===== src/rtl/simon_pkg.sv =====
// Shared game-controller definitions: BCD limits and the score converter state type.
package simon_pkg;

    localparam int unsigned BCD_DIGITS = 4;
    localparam int unsigned BCD_MAX    = 9999;

    typedef enum logic [1:0] {
        IDLE  = 2'd0,
        SHIFT = 2'd1,
        DONE  = 2'd2
    } conv_state_e;

endpackage


===== src/rtl/bcd_add3.sv =====
// Double-dabble nibble correction: add 3 when the digit is 5 or more.
module bcd_add3 (
    input  logic [3:0] din,
    output logic [3:0] dout
);

    always_comb begin
        dout = (din >= 4'd5) ? din + 4'd3 : din;
    end

endmodule


===== src/rtl/score_bcd_conv.sv =====
// Sequential binary-to-BCD converter for the score display. It shifts one bit per
// cycle and holds the previous digits until a conversion completes.
module score_bcd_conv
    import simon_pkg::*;
#(
    parameter int unsigned WIDTH       = 10,
    parameter bit          CLK_EN_CONV = 1'b1
) (
    input  logic             clk,
    input  logic             rst,
    input  logic [WIDTH-1:0] bin,
    input  logic             force_req,
    output logic [3:0]       ones,
    output logic [3:0]       tens,
    output logic [3:0]       hundreds,
    output logic [3:0]       thousands,
    output logic             busy,
    output logic             done,
    output logic             ovf
);

    localparam int unsigned SR_W = WIDTH + 16;

    if (WIDTH < 4 || WIDTH > 16) begin : g_bad_width
        $error("score_bcd_conv: WIDTH must lie in 4..16");
    end

    conv_state_e      state_q, state_d;
    logic [SR_W-1:0]  sr_q, sr_d;
    logic [4:0]       cnt_q, cnt_d;
    logic [WIDTH-1:0] last_bin_q, last_bin_d;
    logic             pend_q, pend_d;
    logic             ovf_next_q, ovf_next_d;
    logic [15:0]      digits_q, digits_d;
    logic             busy_q, busy_d;
    logic             done_q, done_d;
    logic             ovf_q, ovf_d;

    logic [15:0]      bcd_adj;
    logic [SR_W-1:0]  sr_shift;
    logic [WIDTH-1:0] sat_load;
    logic             saturate;
    logic             trigger;

    for (genvar i = 0; i < BCD_DIGITS; i++) begin : g_add3
        bcd_add3 u_add3 (
            .din  (sr_q[WIDTH + 4*i +: 4]),
            .dout (bcd_adj[4*i +: 4])
        );
    end

    // 9999 is left-aligned so that 14 shifts land it exactly in the BCD field.
    if (WIDTH >= 14) begin : g_sat
        assign sat_load = WIDTH'(BCD_MAX) << (WIDTH - 14);
    end else begin : g_no_sat
        assign sat_load = '0;
    end

    assign sr_shift = {bcd_adj, sr_q[WIDTH-1:0]} << 1;
    assign saturate = 32'(bin) > BCD_MAX;
    assign trigger  = force_req | pend_q | (CLK_EN_CONV && (bin != last_bin_q));

    always_comb begin
        state_d    = state_q;
        sr_d       = sr_q;
        cnt_d      = cnt_q;
        last_bin_d = last_bin_q;
        pend_d     = pend_q;
        ovf_next_d = ovf_next_q;
        digits_d   = digits_q;
        busy_d     = busy_q;
        done_d     = 1'b0;
        ovf_d      = ovf_q;

        if (force_req && state_q != IDLE) begin
            pend_d = 1'b1;
        end

        unique case (state_q)
            IDLE: begin
                if (trigger) begin
                    state_d    = SHIFT;
                    busy_d     = 1'b1;
                    last_bin_d = bin;
                    pend_d     = 1'b0;
                    ovf_next_d = saturate;
                    if (saturate) begin
                        sr_d  = {16'b0, sat_load};
                        cnt_d = 5'd14;
                    end else begin
                        sr_d  = {16'b0, bin};
                        cnt_d = 5'(WIDTH);
                    end
                end
            end
            SHIFT: begin
                sr_d  = sr_shift;
                cnt_d = cnt_q - 5'd1;
                if (cnt_q == 5'd1) begin
                    state_d  = DONE;
                    done_d   = 1'b1;
                    digits_d = sr_shift[SR_W-1 -: 16];
                    ovf_d    = ovf_next_q;
                end
            end
            DONE: begin
                state_d = IDLE;
                busy_d  = 1'b0;
            end
            default: begin
                state_d = IDLE;
                busy_d  = 1'b0;
            end
        endcase
    end

    always_ff @(posedge clk) begin
        if (rst) begin
            state_q    <= IDLE;
            sr_q       <= '0;
            cnt_q      <= '0;
            last_bin_q <= '0;
            pend_q     <= 1'b0;
            ovf_next_q <= 1'b0;
            digits_q   <= '0;
            busy_q     <= 1'b0;
            done_q     <= 1'b0;
            ovf_q      <= 1'b0;
        end else begin
            state_q    <= state_d;
            sr_q       <= sr_d;
            cnt_q      <= cnt_d;
            last_bin_q <= last_bin_d;
            pend_q     <= pend_d;
            ovf_next_q <= ovf_next_d;
            digits_q   <= digits_d;
            busy_q     <= busy_d;
            done_q     <= done_d;
            ovf_q      <= ovf_d;
        end
    end

    assign thousands = digits_q[15:12];
    assign hundreds  = digits_q[11:8];
    assign tens      = digits_q[7:4];
    assign ones      = digits_q[3:0];
    assign busy      = busy_q;
    assign done      = done_q;
    assign ovf       = ovf_q;

endmodule


===== config.mk =====
export PLATFORM = sky130hd
export DESIGN_NAME = score_bcd_conv
export DESIGN_NICKNAME = d
export VERILOG_FILES = /design/src/rtl/simon_pkg.sv /design/src/rtl/bcd_add3.sv /design/src/rtl/score_bcd_conv.sv
export SDC_FILE = /design/constraint.sdc
export NUM_CORES = 1
export LEC_CHECK = 0
export ABC_AREA = 0
export CORE_ASPECT_RATIO = 2
export CORE_MARGIN = 1
export CORE_UTILIZATION = 50
export CTS_CLUSTER_SIZE = 10
export DETAILED_ROUTE_END_ITERATION = 12
export DONT_BUFFER_PORTS = 1
export PLACE_DENSITY_LB_ADDON = 0.15
export SLEW_MARGIN = 10
export SYNTH_ARGS = -nofsm -noshare
export SYNTH_HDL_FRONTEND = slang
export SYNTH_SLANG_ARGS = --single-unit

===== constraint.sdc =====
create_clock -name clk -period 3.9 [get_ports clk]
set_input_delay 0 -clock clk [delete_from_list [all_inputs] [get_ports clk]]
set_output_delay 0 -clock clk [all_outputs]
set_load 0.05 [all_outputs]

==> results of run 1 <==
-- layer usage --
layer  wire length (um)  GRT usage (%)
met5                  0              0
met4                252           14.0
met3                184           5.34
met2               3690           41.3
met1               2640           23.3
-- through the flow --
stage	cell area [um^2]	instances	power, mW	utilization, %
finish	3450	425	1.71	60.0
CTS	3450	425	1.72	60.0
global placement	2990	398	0.837	52.0
detailed placement	2990	398	0.838	52.0
global route	3450	425	1.77	60.0
floorplan	3020	362	0.820	-
-- repair_timing --
action	4_1_cts	5_1_grt
hold endpoints to repair	62	0
hold buffers	12	0
endpoints found under the setup margin	0	0
-- flip-flops by register name, summed over array words and instances, names as in the netlist --
register and flops:
busy 1, last_bin_q 10, cnt_q 5, digits_q 16, sr_q 26, pend_q 1, done 1, state_q 2
-- worst paths after layout --
| check | start | to | cells past startpoint |
|---|---|---|---|
| setup / recovery | state_q[1] | sr_q[15] | 5 |
| setup reg to reg | state_q[1] | sr_q[15] | 5 |
| hold reg to reg | last_bin_q[8] | last_bin_q[8] | 2 |
| hold / removal | rst | busy | 2 |
-- cells in the mapped netlist, types with 2 or more instances --
| library cell | instances | area, um^2 |
|---|---|---|
| nor3b_1 | 6 | 45.0 |
| nand2b_1 | 8 | 50.1 |
| buf_2 | 6 | 30.0 |
| or3_1 | 10 | 62.6 |
| xor2_1 | 7 | 61.3 |
| nor3_1 | 17 | 85.1 |
| dfxtp_1 | 62 | 1240 |
| mux2_2 | 2 | 22.5 |
| ha_1 | 10 | 125 |
| nand3_1 | 2 | 10.0 |
| a31oi_1 | 5 | 31.3 |
| o31ai_1 | 9 | 67.6 |
| buf_4 | 4 | 30.0 |
| clkbuf_1 | 16 | 60.1 |
| xnor2_1 | 10 | 87.6 |
| a211oi_1 | 13 | 97.6 |
| nand4_1 | 9 | 56.3 |
| o21ai_0 | 9 | 45.0 |
| nand3b_1 | 5 | 37.5 |
| nand2_1 | 41 | 154 |
| nor2_1 | 30 | 113 |
| mux2i_1 | 7 | 70.1 |
| a21oi_1 | 34 | 170 |
| o22ai_1 | 10 | 62.6 |
| inv_1 | 12 | 45.0 |
-- layout make-up --
class / count / area, um^2
clock inverter: 4 / 70.1
inverter: 14 / 52.6
fill: 509 / 2300
tap: 61 / 76.3
sequential: 62 / 1240
multi-input combinational: 258 / 1600
clock buffer: 11 / 253
timing repair buffer: 15 / 160
-- power by group through the flow --
stage	clock (mW)	combinational [mW]	sequential (mW)
2_1_floorplan	0	0.120	0.700
3_3_place_gp	0	0.126	0.710
3_5_place_dp	0	0.127	0.711
4_1_cts	0.868	0.152	0.698
5_1_grt	0.901	0.168	0.702
6_report	0.856	0.151	0.699
-- worst reg2reg max path, stage by stage (launching register included) --
cell and delay, ns:
dfxtp_1 0.64, clkinv_1 0.40, nand2_1 0.52, a31oi_2 0.35
or3_1 0.51, a21oi_1 0.13
-- cells by family after synthesis --
| logic type | after synthesis | share of synthesized area, % |
|---|---|---|
| fa+ha+maj | 10 | 4.15 |
| xor+xnor | 17 | 4.93 |
| buf+inv | 42 | 6.01 |
| mux | 9 | 3.07 |
| flops | 62 | 41.1 |
| other cells | 1 | 0.124 |
| simple gates | 137 | 22.9 |
| compound gates | 84 | 17.7 |
==> results.json, run 1 <==
{
  "antenna_found_initial": 0,
  "rows": 39,
  "synth_seq_area_share_pct": 41.1,
  "drtIter0Drc": 87,
  "grt_pass1_wl_mm": 11.3,
  "crit_fanout": 21,
  "status": "finished, violations left",
  "place_ws_ns": 1.27,
  "path_delay_family": "simple AND/OR/NAND/NOR gates",
  "final.setup.worst_slack_ns": 1.28,
  "async_flop_share_pct": 0,
  "die_w_um": 56.9,
  "max_freq_mhz": 382,
  "switching_share_pct": 23.2,
  "drt_pass1_iterations": 8,
  "setup_viol": 0,
  "fin_crit_sh_pct": 67.1,
  "rsz0062_at_grt": "no",
  "p_per_area_mw_per_mm2": 494,
  "clkTransAtPathRegs_ns": 0.05,
  "die_area_mm2": 0.00637,
  "insertion_delay_ns": 0.33,
  "final_cell_mix": "dfxtp_1 (62), nand2_1 (41), a21oi_1 (34), nor2_1 (30), nor3_1 (17)",
  "drive_gt1_share_pct": 7.69,
  "path_cells": "clkinv_1 > nand2_1 > a31oi_2 > or3_1 > a21oi_1",
  "post-cts-setup-buffers": 0,
  "clk_path_buf_depth": 2,
  "ys_seq_elements": 62,
  "area.growth.synth_to_final_pct": 14.5,
  "synth-main-ff-cell": "dfxtp_1",
  "routed_wirelength_mm": 6.76,
  "tns_ns": 0,
  "start_util_pct": 52.4,
  "cp.buffers_inverters": 1,
  "p_sw_mw": 0.396,
  "clock-sinks": 62,
  "tightestPinTransition_ns": 1.19,
  "cp-start-kind": "flop",
  "cp.required_ns": 4.16,
  "die_h_um": 112,
  "ys_types": 43,
  "final_common_cell": "dfxtp_1",
  "internal_power_mw": 1.31,
  "insertedDiodeCount": 0,
  "crit_type": "flop to flop",
  "h-tree-depth": 3,
  "cts_resized": 0,
  "fin_worst_skew_ns": 0.00629,
  "avgSynthCellArea_um2": 8.34,
  "p_leak_nw": 1.24,
  "hold_class": "input port to flop",
  "place_hpwl_mm": 4.48,
  "vdd_drop_max_mv": 0.337,
  "cts_tree": "yes",
  "synth_edf_count": 0,
  "seqPwrFrac_pct": 41.0,
  "timing.max_cap.violations": 0,
  "io_buffer_count": 0,
  "viasPerCell": 5.88,
  "critPathSlowestCell": "dfxtp_1",
  "grt_usage_pct": 23.0,
  "synthesis.area_mm2": 0.00302,
  "endpoint_kind": "flop",
  "post_drt_wl_per_cell_um": 15.9,
  "cts_root_buffer": "clkbuf_16",
  "p_clk_share_pct": 50.2,
  "place.gp.congestion": 0.831,
  "violations": "design-rule violations",
  "fin_hold_ws_ns": 0.0114,
  "grt_overflow_total": 0,
  "grt_pass1_vias": 2515,
  "slew_viol_final": 0,
  "core_mm2": 0.00576,
  "crit_arrival_ns": 2.88,
  "grt_max_degree": 66,
  "nets": 383,
  "antenna_left": 0,
  "pin_count": 32,
  "yosysWarnings": 0,
  "synth_cells": 362,
  "cts_buffers": 9,
  "route.detailed.drc": 2,
  "finalHoldViolCount": 0,
  "reg2reg_slack_ns": 1.28,
  "period_minus_slack_ns": 2.62,
  "max_stage_delay_ns": 0.64,
  "vias": 2499,
  "slew_headroom_pct": 20.3,
  "p_comb_share_pct": 8.8,
  "synth_nets": 385
}
No activity file was read; power rests on OpenSTA's default activity.
==> run 2: changes to the inputs <==
clock period = 2.55 ns   (was 3.9 ns; I/O delays follow)
==> run 2 against run 1 <==
Core utilization grew 0.87 points; sequential share of layout area shrank 0.51 points; global-route usage grew 1.6 points; largest cell class unchanged; setup slack lost 0.83 ns; largest power group unchanged; critical path type unchanged; cell area grew 1.4%; the flow still finishes with violations (design-rule violations); via count grew 2.6%; clock-buffer cell count grew 2; register-to-register slack lost 0.83 ns; worst hold slack lost 0.0087 ns.
==> results.json, run 2 (synthesis results as in run 1) <==
{
  "worstSetupEndpoint": "last_bin_q[1]",
  "start_util_pct": 52.4,
  "insertedDiodeCount": 0,
  "cts_tree": "yes",
  "r2r-end": "last_bin_q[1]",
  "placed_area_mm2": 0.00307,
  "core_mm2": 0.00576,
  "p_per_area_mw_per_mm2": 706,
  "hold_class": "input port to flop",
  "die_h_um": 112,
  "grt_use_met3_pct": 3.95,
  "clk_path_buf_depth": 2,
  "p_leak_nw": 1.27,
  "insertion_delay_ns": 0.33,
  "drive_gt1_share_pct": 10.1,
  "routed_wirelength_mm": 7.31,
  "place.gp.congestion": 0.846,
  "startpoint": "last_bin_q[9]",
  "grt_pass1_wl_mm": 12.1,
  "rsz0062_at_grt": "no",
  "nets": 394,
  "h-tree-depth": 3,
  "final_cell_mix": "dfxtp_1 (62), nand2_1 (41), a21oi_1 (34), nor2_1 (30), nor3_1 (17)",
  "crit_type": "flop to flop",
  "die_area_mm2": 0.00637,
  "grt_pass1_vias": 2560,
  "cts_root_buffer": "clkbuf_16",
  "grt_max_degree": 66,
  "clock-sinks": 62,
  "r2r-start": "last_bin_q[9]",
  "slew_headroom_pct": 36.0,
  "vdd_drop_max_mv": 0.476,
  "io_buffer_count": 0,
  "drtIter0Drc": 110,
  "top_register": "sr_q",
  "largest_reg_flops": 26,
  "cp.required_ns": 2.76,
  "grt_overflow_total": 0,
  "die_w_um": 56.9,
  "place_hpwl_mm": 4.92,
  "pin_count": 32,
  "clkTransAtPathRegs_ns": 0.05,
  "rows": 39,
  "utilization_pct": 60.9,
  "design_area_mm2": 0.00350,
  "reg2reg_slack_ns": 0.45,
  "antenna_found_initial": 0,
  "violations": "design-rule violations",
  "tns_ns": 0,
  "fin_crit_sh_pct": 82.4,
  "grt_usage_pct": 24.7,
  "post_drt_wl_per_cell_um": 16.7,
  "crit_fanout": 19,
  "met2_usage_pct": 45.6,
  "route.detailed.drc": 2,
  "fin_worst_skew_ns": 0.00379,
  "cts_buffers": 9,
  "tightestPinTransition_ns": 0.957,
  "area.growth.synth_to_final_pct": 16.1,
  "final.setup.worst_slack_ns": 0.448,
  "grtUsageMet1_pct": 25.5,
  "timing.max_cap.violations": 0,
  "vias": 2563,
  "nFillCells": 513,
  "crit_arrival_ns": 2.32,
  "final_common_cell": "dfxtp_1",
  "viasPerCell": 5.86,
  "endpoint_kind": "flop",
  "status": "finished, violations left",
  "cts_resized": 0,
  "antenna_left": 0,
  "grt-busiest-layer": "met2",
  "top_regs": "sr_q: 26 flops, digits_q: 16 flops, last_bin_q: 10 flops",
  "max_freq_mhz": 476,
  "setup_viol": 0,
  "drt_pass1_iterations": 8,
  "cp-start-kind": "flop",
  "slew_viol_final": 0,
  "finalHoldViolCount": 0,
  "period_minus_slack_ns": 2.10,
  "place_ws_ns": 0.455,
  "r2r_cells": 6
}
[run 2: per-layer routing]
metal / wire, um / part of all wire (%) / vias up
li1: - / - / 1286
met1: 2720 / 37 / 1221
met2: 4220 / 58 / 43
met3: 185 / 2.5 / 13
met4: 182 / 2.5 / 0
met5: 0 / 0 / -
[run 2: final cells by class]
cell class                 instances  area, um^2  share of cell area (%)
tap                               61        76.3                    2.18
inverter                          14        52.6                    1.50
timing repair buffer              26         245                    7.00
multi-input combinational        258        1600                    45.7
clock buffer                      13         270                    7.71
sequential                        62        1240                    35.4
clock inverter                     3        17.5                   0.500
[run 2: repair_timing]
action,4_1_cts,5_1_grt
hold buffers,13,0
buffers inserted,0,0
endpoints found under the hold margin,62,0
[run 2: report_power, final]
group | internal, mW | switching [mW]
Sequential | 1.01 | 0.0492
Clock | 0.733 | 0.423
Combinational | 0.103 | 0.153
[run 2: worst min-delay path by stage]
stage	slack (ns)	start	endpoint	depth (start not counted)
finish	0.003	rst	state_q[0]	2
global route	0.03	rst	last_bin_q[2]	2
CTS	0.01	rst	last_bin_q[1]	2
detailed placement	0.08	rst	last_bin_q[5]	1
global placement	0.08	rst	cnt_q[0]	1
floorplan	0.14	bin[4]	last_bin_q[4]	2
[run 2: per-stage QoR]
stage | hold slack, ns | power (mW) | instances
after floorplan | 0.136 | 1.25 | 362
after global placement | 0.0766 | 1.29 | 408
after detailed placement | 0.0775 | 1.30 | 408
after CTS | 0.0111 | 2.49 | 437
after global routing | 0.0324 | 2.56 | 437
final | 0.00273 | 2.47 | 437
[run 2: critical path: stages, from the launching register on]
cell,delay (ns)
dfxtp_1,0.33
xor2_1,0.25
nor4_4,0.09
a31oi_2,0.79
buf_4,0.27
mux2i_1,0.20
nor2_1,0.05
